--- config.mk ---
export PLATFORM = sky130hd
export DESIGN_NAME = work_dispatcher
export DESIGN_NICKNAME = d
export VERILOG_FILES = /design/src/rtl/work_dispatcher.sv
export SDC_FILE = /design/constraint.sdc
export NUM_CORES = 1
export LEC_CHECK = 0
export ABC_AREA = 0
export ABC_CLOCK_PERIOD_IN_PS = 10800
export BUFFER_PORTS_ARGS = -buffer_cell sky130_fd_sc_hd__buf_2
export CAP_MARGIN = 20
export CORE_MARGIN = 2
export CORE_UTILIZATION = 55
export DETAILED_ROUTE_END_ITERATION = 10
export GPL_ROUTABILITY_DRIVEN = 0
export GPL_TIMING_DRIVEN = 0
export MAX_ROUTING_LAYER = met4
export PLACE_DENSITY = 0.71
export SYNTH_ARGS = -nofsm -noshare
export SYNTH_HDL_FRONTEND = slang
export SYNTH_SLANG_ARGS = --single-unit
--- constraint.sdc ---
create_clock -name clk -period 10.8 [get_ports clk]
set_input_delay 0.54 -clock clk [delete_from_list [all_inputs] [get_ports clk]]
set_output_delay 0.54 -clock clk [all_outputs]
set_load 0.01 [all_outputs]
--- src/rtl/work_dispatcher.sv ---
// Round-robin work dispatcher: per-queue pending counters, a kernel PC table and a
// three-state grant FSM that hands one start PC to one idle core at a time.
module work_dispatcher #(
  parameter int NUM_CORES  = 4,
  parameter int NUM_QUEUES = 16,
  parameter int CNT_W      = 8
) (
  input  logic                   clk,
  input  logic                   rst,
  input  logic                   cfg_wen,
  input  logic [3:0]             cfg_queue,
  input  logic [15:0]            cfg_pc,
  input  logic [NUM_CORES-1:0]   queue_wen,
  input  logic [4*NUM_CORES-1:0] queue_number,
  input  logic [NUM_CORES-1:0]   request_new_pc,
  output logic [NUM_CORES-1:0]   set_pc,
  output logic [15:0]            new_pc,
  output logic                   busy,
  output logic                   overflow
);
  localparam int CW = (NUM_CORES > 1) ? $clog2(NUM_CORES) : 1;
  localparam int IW = $clog2(NUM_CORES + 1);
  localparam int SW = CNT_W + IW + 1;
  localparam logic [SW-1:0] CNT_MAX = {{(SW-CNT_W){1'b0}}, {CNT_W{1'b1}}};

  typedef enum logic [1:0] {IDLE, GRANT, COOLDOWN} state_t;

  state_t                state_reg, state_next;
  logic [3:0]            q_ptr_reg;
  logic [CW-1:0]         c_ptr_reg;
  logic [NUM_CORES-1:0]  mask_reg;
  logic [NUM_CORES-1:0]  set_pc_reg;
  logic [15:0]           new_pc_reg;
  logic                  overflow_reg;
  logic [15:0]           pc_table [NUM_QUEUES];

  logic [NUM_QUEUES-1:0] pending;
  logic [NUM_QUEUES-1:0] ovf_hit;
  logic [NUM_CORES-1:0]  req_avail;
  logic [3:0]            q_sel;
  logic                  q_found;
  logic [4:0]            q_idx;
  logic [CW-1:0]         c_sel;
  logic                  c_found;
  logic [CW:0]           c_idx;
  logic                  decide;

  assign req_avail = request_new_pc & ~mask_reg;

  // Scan downwards so the candidate closest to the pointer is the one left standing.
  always_comb begin
    q_sel   = q_ptr_reg;
    q_found = 1'b0;
    q_idx   = '0;
    for (int i = NUM_QUEUES - 1; i >= 0; i--) begin
      q_idx = {1'b0, q_ptr_reg} + 5'(i);
      if (q_idx >= 5'(NUM_QUEUES)) q_idx = q_idx - 5'(NUM_QUEUES);
      if (pending[q_idx[3:0]]) begin
        q_sel   = q_idx[3:0];
        q_found = 1'b1;
      end
    end
  end

  always_comb begin
    c_sel   = c_ptr_reg;
    c_found = 1'b0;
    c_idx   = '0;
    for (int i = NUM_CORES - 1; i >= 0; i--) begin
      c_idx = {1'b0, c_ptr_reg} + (CW+1)'(i);
      if (c_idx >= (CW+1)'(NUM_CORES)) c_idx = c_idx - (CW+1)'(NUM_CORES);
      if (req_avail[c_idx[CW-1:0]]) begin
        c_sel   = c_idx[CW-1:0];
        c_found = 1'b1;
      end
    end
  end

  assign decide = (state_reg == IDLE) && q_found && c_found;

  // Per-queue counter: all same-cycle pushes plus a possible dispatch, saturating.
  for (genvar gi = 0; gi < NUM_QUEUES; gi++) begin : g_queue
    logic [IW-1:0]    inc;
    logic [SW-1:0]    sum;
    logic [CNT_W-1:0] cnt_reg;

    always_comb begin
      inc = '0;
      for (int c = 0; c < NUM_CORES; c++) begin
        if (queue_wen[c] && (queue_number[4*c +: 4] == 4'(gi))) inc = inc + IW'(1);
      end
      sum = SW'(cnt_reg) + SW'(inc) - SW'(decide && (q_sel == 4'(gi)));
    end

    assign ovf_hit[gi] = (sum > CNT_MAX);
    assign pending[gi] = |cnt_reg;

    always_ff @(posedge clk) begin
      if (rst) cnt_reg <= '0;
      else     cnt_reg <= ovf_hit[gi] ? {CNT_W{1'b1}} : sum[CNT_W-1:0];
    end
  end

  // Kernel table; a same-edge decide reads the value from before this write.
  always_ff @(posedge clk) begin
    if (rst) begin
      for (int i = 0; i < NUM_QUEUES; i++) pc_table[i] <= '0;
    end else if (cfg_wen && ({1'b0, cfg_queue} < 5'(NUM_QUEUES))) begin
      pc_table[cfg_queue] <= cfg_pc;
    end
  end

  always_comb begin
    state_next = state_reg;
    case (state_reg)
      IDLE:     if (decide) state_next = GRANT;
      GRANT:    state_next = COOLDOWN;
      COOLDOWN: state_next = IDLE;
      default:  state_next = IDLE;
    endcase
  end

  always_ff @(posedge clk) begin
    if (rst) begin
      state_reg    <= IDLE;
      q_ptr_reg    <= '0;
      c_ptr_reg    <= '0;
      mask_reg     <= '0;
      set_pc_reg   <= '0;
      new_pc_reg   <= '0;
      overflow_reg <= 1'b0;
    end else begin
      state_reg    <= state_next;
      overflow_reg <= overflow_reg | (|ovf_hit);
      set_pc_reg   <= '0;
      if (decide) begin
        set_pc_reg <= NUM_CORES'(1) << c_sel;
        new_pc_reg <= pc_table[q_sel];
        q_ptr_reg  <= (q_sel == 4'(NUM_QUEUES - 1)) ? 4'd0 : q_sel + 4'd1;
        c_ptr_reg  <= (c_sel == CW'(NUM_CORES - 1)) ? '0 : c_sel + CW'(1);
        mask_reg   <= NUM_CORES'(1) << c_sel;
      end else if (state_reg == COOLDOWN) begin
        mask_reg <= '0;
      end
    end
  end

  assign set_pc   = set_pc_reg;
  assign new_pc   = new_pc_reg;
  assign overflow = overflow_reg;
  assign busy     = (state_reg != IDLE) || (|pending);

endmodule
== Yosys cells after proc, flatten, opt, wreduce, memory -nomap -nowiden ==
Memory sizes are Yosys's and may differ from the RTL's. A register that Yosys moved wholly into a read port is not among the register bits.
Index checks and enable logic that the tools add are counted.

* Flip-flop bits (word level): 145
* RAM bits: 256
* Input bits: 47
* Output and inout port bits: 22
* Word-level logic and storage cells: 588
* Memories: 1

{| class="wikitable"
|+ Memories
! memory !! words !! width !! read ports !! clocked after memory_dff !! wr ports !! line !! source
|-
| pc_table || 16 || 16 || 1 || 1 || 16 || 35 || <nowiki>logic [15:0] pc_table [NUM_QUEUES];</nowiki>
|}

* Add/subtract/negate cells: 120
* Order comparisons: 56
* Equality and inequality tests: 79
* Shift operators: 1
* Muxes and demuxes: 194
* Bitwise logic cells: 4
* Reductions and logical operators: 111

{| class="wikitable"
|+ Operators by type and width
! cell !! count
|-
| $gt A12 B8 Y1 const B || 16
|-
| $eq A4 B4 Y1 const B || 40
|-
| $sub A9 B1 Y10 || 16
|-
| $add A3 B1 Y3 const B || 48
|-
| $add A8 B3 Y9 || 16
|-
| $mux W3 || 48
|-
| $mux W4 || 36
|-
| $mux W8 || 16
|-
| $reduce_or A128 Y1 || 1
|-
| $reduce_or A8 Y1 || 16
|-
| $logic_and A1 B1 Y1 || 82
|-
| $eq A4 B3 Y1 const B || 20
|-
| $lt A4 B5 Y1 const B || 16
|-
| $ge A5 B5 Y1 const B || 15
|-
| $bmux W1 S4 || 16
|-
| $sub A4 B1 Y4 const B || 16
|-
| $mux W1 || 62
|-
| $add A4 B4 Y5 const B || 8
|-
| $eq A4 B2 Y1 const B || 10
|-
| $reduce_or A16 Y1 || 2
|-
| $add A4 B3 Y5 const B || 4
|-
| $eq A4 B1 Y1 const B || 5
|-
| $logic_not A4 Y1 || 5
|-
| $mux W2 || 10
|-
| other kinds (26) || 41
|}

== Logic depth before layout (Yosys ltp) ==
Gate-level depths: netlist of the first run.

* Word-level depth: 28
* Gate-level depth with buffers: 38
* Gate-level depth less buffers: 31

== Least setup slack after synthesis of the first run ==
Ideal clock, no wire load.

* Path type: register to register
* Start: register q_ptr_reg[0]
* End: register overflow_reg (netlist: overflow)
* Library setup time: 0.133 ns
* Data arrival time: 7.424 ns
* Required time: 10.667 ns
* Slack: 3.244 ns
* Cell stages (with the launch flop): 37
* Buffers on the path: 6
* Period minus slack after synthesis: 7.556 ns
* Cells stage by stage: dfxtp_1 clkbuf_1 inv_1 buf_2 clkbuf_1 ha_1 or3b_2 o22ai_2 o21ai_0 o22a_1 and4_1 a211o_1 a221o_1 a31oi_1 buf_6 buf_6 buf_6 inv_1 ha_1 nand2_1 nor2_1 ha_1 inv_1 ha_1 fa_1 a21o_1 a21oi_1 inv_1 a21oi_1 nor2_1 o21ai_0 a21oi_1 o21a_1 a211oi_1 nand4_1 nor3b_1 a31oi_1

* Cells in the longest elaborated chain, start to end: 28
* Elaborated cells between the ends (all ways): 195
* Those cells by class: add/sub: 47; order compare: 32; eq/ne: 15; mux: 80; bitwise: 1; reduce/logical: 20

{| class="wikitable"
|+ RTL lines
! item !! line !! source
|-
| from (decl) || 29 || <nowiki>logic [3:0] q_ptr_reg;</nowiki>
|-
| from (signal assigned) || 139 || <nowiki>q_ptr_reg <= (q_sel == 4'(NUM_QUEUES - 1)) ? 4'd0 : q_sel + 4'd1;</nowiki>
|-
| parallel branches: the longest is 26 deep, another holds $add A4 B4 Y5 || -- ||
|-
| $reduce_or A16 Y1 (*) || 134 || <nowiki>overflow_reg <= overflow_reg | (|ovf_hit);</nowiki>
|-
| $or A1 B1 Y1 (*) || 134 ||
|-
| to (signal assigned) || 134 ||
|-
| to (decl) || 34 || <nowiki>logic overflow_reg;</nowiki>
|}

Every way passes the cells marked *. The select of a mux whose other input is x is not followed.
A chain may end at the register's enable or synchronous reset.

== Final worst setup path of the first run ==
* Start: register q_ptr_reg[1]
* End: register overflow_reg (netlist: overflow)

Same word-level chain as after synthesis.

==> results of run 1 <==
==> critical path: cells and delay by family, from the launching register on <==
| family | cells | cell delay, ps |
|---|---|---|
| buf+inv | 9 | 2320 |
| flops | 1 | 580 |
| compound gates | 13 | 3320 |
| fa+ha+maj | 4 | 1380 |
| simple gates | 9 | 2290 |
==> layout make-up <==
cell class / instances / area [µm²] / area share [%]
clock buffers: 65 / 1303 / 4.106
flip-flops and latches: 417 / 10910 / 34.39
diodes: 1 / 2.502 / 0.007888
repair buffers: 78 / 397.9 / 1.254
clock inverters: 21 / 267.8 / 0.8440
plain buffers: 121 / 603.1 / 1.901
inverters: 350 / 1314 / 4.141
multi-input cells: 2141 / 16080 / 50.67
well taps: 680 / 850.8 / 2.682
==> metrics by stage <==
step,power [mW],instances,instance area [µm²],hold WS (ps),utilization (%)
after floorplan,7.259,3029,28890,422.9,-
after global placement,8.742,3774,30070,434.6,58.25
after detailed placement,9.055,3779,30100,450.6,58.33
after CTS,10.74,3865,31670,277.5,61.37
after global routing,11.64,3873,31720,306.3,61.46
final,10.92,3874,31720,284.9,61.47
==> kinds of logic (layout without fill, tap and decap cells) <==
group,after synthesis,after routing
compound gates,598,598
xor+xnor,148,148
fa+ha+maj,300,300
buf+inv,471,635
flops,417,417
mux,188,188
other cells,0,1
simple gates,907,907
==> worst max path at each step <==
stage	slack (ps)	endpoint	depth (start not counted)	from
detailed placement	620	overflow$_SDFF_PP0_	37	q_ptr_reg[0]$_SDFFE_PP0P_
CTS	540	overflow$_SDFF_PP0_	37	q_ptr_reg[0]$_SDFFE_PP0P_
global route	120	overflow$_SDFF_PP0_	36	q_ptr_reg[0]$_SDFFE_PP0P_
global placement	180	overflow$_SDFF_PP0_	37	q_ptr_reg[0]$_SDFFE_PP0P_
finish	720	overflow$_SDFF_PP0_	35	q_ptr_reg[1]$_SDFFE_PP0P_
floorplan	3240	overflow$_SDFF_PP0_	36	q_ptr_reg[0]$_SDFFE_PP0P_
==> layer usage <==
layer / routed length (µm) / track usage [%]
met5: 0 / -
met4: 5413 / 17.85
met3: 5857 / 5.151
met2: 40360 / 53.65
met1: 31940 / 36.10
==> cell usage in the layout, fill, tap and decap left out, types with 36 or more instances in the layout <==
cell type,instances
mux2i_1,157
buf_2,95
a21o_1,36
edfxtp_1,256
dfxtp_1,161
xnor2_1,98
nand3_1,79
clkbuf_1,92
nor3_1,49
clkbuf_16,46
nor2_1,150
a21oi_1,266
xor2_1,49
nand2_1,170
and2_1,263
ha_1,284
o21bai_1,36
inv_1,349
==> Yosys cell counts (79+ instances only) <==
cell type  instances
ha_1             284
clkbuf_1          81
dfxtp_1          161
xnor2_1           98
nand2_1          170
edfxtp_1         256
mux2i_1          157
a21oi_1          266
and2_1           263
nand3_1           79
nor2_1           150
inv_1            349
==> where the power goes <==
group | internal, mW | switching (mW)
Combinational | 2.72 | 4.30
Sequential | 2.05 | 0.217
Clock | 0.945 | 0.694
==> timing repair <==
item | 4_1_cts | 5_1_grt
endpoints found under the hold margin | 0 | 0
endpoints found under the setup margin | 0 | 1
gates resized for setup | 0 | 1
==> results.py, run 1 <==
metrics = {
    "cts": {
        "cts_sinks": 417,
        "numCtsBuffers": 46,
        "h-tree-depth": 2,
        "post_cts_buffers": 0,
        "cts_buffer_depth": 3,
        "cts.reportedPaths.clkPinSlew_ps": 70,
        "cts_tree": "done",
        "insertion_delay_ps": 620,
        "ctsHoldBuffers": 0,
        "cts.root.buffer_cell": "clkbuf_16",
    },
    "route": {
        "wirelength_um": 83580,
        "drt-pass1-iter-count": 6,
        "drtAntennaViolNets": 0,
        "drc": 0,
        "wl_per_cell_um": 21.57,
        "num_vias": 23460,
        "drt_iter0_drc": 2445,
        "viasPerCell": 6.056,
    },
    "setup_path": {
        "rr_worst_depth": 35,
        "regToRegSetupSlack_ps": 720,
        "cp_slowest_stage_delay_ps": 580,
        "cp_max_fo": 13,
        "crit_path_top_delay_cell": "dfxtp_1",
        "critPathKind": "reg2reg",
        "cp_common_cell": "buf_2",
        "crit_required_ps": 11230,
        "crit_arrival_ps": 10510,
        "reg2reg_to": "overflow$_SDFF_PP0_",
        "r2r_start": "q_ptr_reg[1]$_SDFFE_PP0P_",
        "start_kind": "flop",
        "worstSetupEndpointType": "flop",
    },
    "yosys": {
        "synth_seq_area_share_pct": 37.77,
        "syn_nets": 3376,
        "synth_area_leaders": "edfxtp_1 (27%), ha_1 (12%), dfxtp_1 (11%)",
        "netlist_area_um2": 28890,
        "ys_ff_latch": 417,
        "synth_edf_count": 256,
        "synthMuxAreaShare_pct": 7.324,
        "synth_compound_area_share_pct": 13.57,
        "yosysTopAreaCell": "edfxtp_1",
        "ys_dominant_reg_cell": "edfxtp_1",
        "synth_adder_area_share_pct": 13.41,
        "ys_types": 95,
        "postSynthCellCount": 3029,
        "yosysTopAreaCellShare_pct": 26.61,
        "synth_xor_area_share_pct": 4.487,
        "synth_top_family_by_area": "simple AND/OR/NAND/NOR gates",
        "synthSimpleGateAreaFrac_pct": 16.81,
        "ys_warn_count": 0,
        "async_flop_share_pct": 0,
        "avgSynthCellArea_um2": 9.538,
    },
    "grt": {
        "grt_usage_pct": 31.86,
        "grt_pass1_vias": 23740,
        "antenna_found_initial": 0,
        "grt_pass1_wl_um": 129300,
        "grt_max_degree": 17,
        "grt_overflow": 0,
    },
    "min_path": {
        "hold_class": "in2reg",
        "holdPathStages": 2,
        "hp-start": "cfg_pc[15]",
        "whs_endpoint": "pc_table[0][15]$_SDFFCE_PN0P_",
    },
    "floorplanning": {
        "top_level_ports": 69,
        "core_area_um2": 51610,
        "rows": 83,
        "dieArea_um2": 54380,
        "start_util_pct": 55.97,
        "die_h_um": 233.2,
        "die_w_um": 233.2,
    },
    "placed_design": {
        "dp_worst_setup_slack_ps": 618.2,
        "post-dp-hpwl_um": 62620,
        "port_buffers": 65,
    },
    "sta": {
        "finalSetupViolCount": 0,
        "rsz0062_at_grt": "no",
        "worst_pin_slew_ps": 1153,
        "max_freq_ghz": 0.09921,
        "worst_slack_ps": 720.4,
        "timing.setup.tns_ps": 0,
        "period_needed_ps": 10080,
        "relSlewSlack_pct": 23.14,
        "fin_skew_ps": 43.55,
        "slew_violations": 0,
        "hold_viol": 0,
        "post-route-period-util_pct": 93.33,
    },
    "finish": {
        "layout.nets": 3502,
        "syn2layout_area_growth_pct": 9.810,
        "layout-drive-gt1-share_pct": 8.519,
        "largest_reg_flops": 256,
        "nFillCells": 4209,
    },
    "power": {
        "vdd_drop_max_uv": 204.0,
        "pwr_density_cell_nw_per_um2": 344.2,
        "leakage_nw": 13.85,
    },
    "run_status": {
        "status": "completed",
    },
    "flow_run": {
        "cap_viol_max_count": 0,
    },
}
Power figures use the tool's default switching activity.
==> run 2: changes to the inputs <==
Settings changed: ABC_AREA 0 to 1.
==> run 2 against run 1 <==
Against the previous run:
- sequential power about the same
- clock skew up 14 ps
- cell area decreased by 1.7%
- power shrank 9.2%
- largest cell class unchanged
- highest routed layer unchanged
==> results.py, run 2 <==
metrics = {
    "sta": {
        "rsz0062_at_grt": "no",
        "hold_viol": 0,
        "fin_skew_ps": 57.13,
        "whs_ps": 342.3,
        "post-route-period-util_pct": 77.68,
        "timing.setup.tns_ps": 0,
        "relSlewSlack_pct": 31.94,
        "slew_violations": 0,
        "period_needed_ps": 8390,
        "max_freq_ghz": 0.1192,
        "worst_pin_slew_ps": 1021,
        "finalSetupViolCount": 0,
    },
    "route": {
        "num_vias": 24170,
        "viasPerCell": 5.202,
        "drt-pass1-iter-count": 6,
        "wirelength_um": 75940,
        "drc": 0,
        "drtAntennaViolNets": 0,
        "drt_iter0_drc": 1943,
        "wl_per_cell_um": 16.34,
    },
    "floorplanning": {
        "die_w_um": 231.6,
        "dieArea_um2": 53650,
        "die_h_um": 231.6,
        "core_area_um2": 51300,
        "rows": 83,
        "start_util_pct": 55.55,
        "top_level_ports": 69,
    },
    "cts": {
        "post_cts_buffers": 0,
        "cts_resized": 0,
        "cts.root.buffer_cell": "clkbuf_16",
        "cts.reportedPaths.clkPinSlew_ps": 60,
        "ctsHoldBuffers": 0,
        "numCtsBuffers": 47,
        "cts_tree": "done",
        "h-tree-depth": 2,
        "cts_buffer_depth": 3,
        "insertion_delay_ps": 620,
        "cts_sinks": 417,
    },
    "yosys": {
        "ys_dominant_reg_cell": "edfxtp_1",
        "synth_seq_area_share_pct": 38.28,
        "postSynthCellCount": 3815,
        "yosysTopAreaCellShare_pct": 26.97,
        "ys_warn_count": 0,
        "async_flop_share_pct": 0,
        "ys_ff_latch": 417,
        "ys_types": 45,
        "netlist_area_um2": 28500,
        "yosysTopAreaCell": "edfxtp_1",
        "avgSynthCellArea_um2": 7.470,
        "syn_nets": 4162,
        "synth_common_cells": "nand2_1 (913), inv_1 (690), nor2_1 (480), ha_1 (284), nand3_1 (272)",
        "synth_most_common_cell": "nand2_1",
        "synth_edf_count": 256,
        "synth_area_leaders": "edfxtp_1 (27%), ha_1 (12%), nand2_1 (12%)",
    },
    "power": {
        "p_comb_share_pct": 61.8,
        "vdd_drop_max_uv": 215.6,
        "leakage_nw": 15.96,
        "power.internal_mw": 4.992,
        "p_seq_share_pct": 22.5,
        "clkPwrFrac_pct": 15.8,
        "netSwitchingFraction_pct": 49.63,
        "p_sw_mw": 4.919,
        "pwr_density_cell_nw_per_um2": 318.0,
    },
    "finish": {
        "mostFrequentLayoutCells": "nand2_1 (913), inv_1 (690), nor2_1 (480), ha_1 (284), nand3_1 (272)",
        "largest_reg_flops": 256,
        "layout.nets": 4279,
        "layout-drive-gt1-share_pct": 6.352,
        "final_common_cell": "nand2_1",
        "syn2layout_area_growth_pct": 9.373,
        "num_antenna_cells": 0,
        "nFillCells": 4740,
        "stdcell_area_um2": 31170,
    },
    "setup_path": {
        "crit_required_ps": 11260,
        "critPathKind": "reg2reg",
        "cp_slowest_stage_delay_ps": 720,
        "crit_path_top_delay_cell": "nor4_1",
        "cp_common_cell": "nand2_1",
        "start_kind": "flop",
        "cp_max_fo": 13,
        "worstSetupEndpointType": "flop",
        "crit_arrival_ps": 8850,
    },
    "grt": {
        "grt_pass1_wl_um": 120000,
        "grt_usage_pct": 29.45,
        "grt_pass1_vias": 23540,
        "grt_max_degree": 17,
        "grt_overflow": 0,
        "antenna_found_initial": 0,
    },
    "run_status": {
        "status": "completed",
    },
    "placed_design": {
        "placed_area_um2": 29690,
        "post-dp-hpwl_um": 57150,
        "port_buffers": 68,
    },
    "min_path": {
        "hold_class": "in2reg",
    },
    "flow_run": {
        "cap_viol_max_count": 0,
    },
}
==> run 2: cell types whose count changed after synthesis, moves of 22 or more <==
cell	delta
nand2_1	+743
inv_1	+341
nor2_1	+330
and2_1	-263
nand3_1	+193
mux2i_1	-140
o21ai_0	+91
a21oi_1	-67
xnor2_1	-47
a21o_1	-34
nor3_1	-33
o22ai_1	-28
o21bai_1	-22
==> run 2: kinds of logic after synthesis <==
logic type / count (synthesis) / share of synthesized area, %
AO/OA/AOI/OAI: 362 / 6.765
XOR/XNOR: 123 / 3.964
buffers and inverters: 833 / 11.41
flip-flops: 417 / 38.28
multiplexers: 17 / 0.5971
AND/OR/NAND/NOR: 1763 / 25.39
adder cells (fa/ha/maj): 300 / 13.59
==> run 2: final timing paths <==
path | from | to | slack, ps | cells after the start
setup / recovery | q_ptr_reg[1]$_SDFFE_PP0P_ | overflow$_SDFF_PP0_ | 2410 | 48
hold / removal | cfg_pc[14] | pc_table[0][14]$_SDFFCE_PN0P_ | 340 | 3
setup reg to reg | q_ptr_reg[1]$_SDFFE_PP0P_ | overflow$_SDFF_PP0_ | 2410 | 48
hold reg to reg | state_reg[0]$_SDFFE_PP0P_ | state_reg[1]$_SDFFE_PP0P_ | 460 | 2
==> run 2: stage by stage <==
step | std cells | setup WS (ps) | util [%] | total power, mW
6_report | 4647 | 2410 | 60.76 | 9.911
5_1_grt | 4647 | 1782 | 60.76 | 10.85
4_1_cts | 4647 | 2495 | 60.76 | 9.859
3_5_place_dp | 4563 | 2508 | 57.88 | 8.240
3_3_place_gp | 4563 | 2553 | 57.88 | 8.150
2_1_floorplan | 3815 | 4984 | - | 6.690
==> run 2: layout make-up <==
type | count | area (µm²) | share of cell area [%]
timing repair buffer | 68 | 340.3 | 1.092
buffer | 119 | 565.5 | 1.814
sequential | 417 | 10910 | 35.00
tap | 680 | 850.8 | 2.730
clock inverter | 27 | 236.5 | 0.7586
multi-input combinational | 2565 | 14340 | 46.00
inverter | 714 | 2686 | 8.618
clock buffer | 57 | 1244 | 3.990
==> run 2: routing by layer <==
metal / vias to the layer above / GRT usage (%) / part of all wire, %
li1: 12190 / - / -
met1: 11010 / 33.58 / 40
met5: - / - / 0
met4: 0 / 15.26 / 5.6
met3: 200 / 3.740 / 6.2
met2: 773 / 50.75 / 48
==> run 2: power by group through the flow <==
| stage | logic (mW) | registers [mW] | clock network, mW |
|---|---|---|---|
| detailed placement | 5.98 | 2.26 | 0 |
| finish | 6.12 | 2.23 | 1.56 |
| global route | 6.94 | 2.27 | 1.64 |
| floorplan | 4.47 | 2.22 | 0 |
| global placement | 5.90 | 2.25 | 0 |
| CTS | 6.05 | 2.23 | 1.58 |
==> run 2: worst max-delay path, delay by kind of cell, from the launching register on <==
kind	cells	cell delay [ps]
AO/OA/AOI/OAI	6	860
AND/OR/NAND/NOR	29	4390
buffers and inverters	9	1380
adder cells (fa/ha/maj)	4	1120
flip-flops	1	500
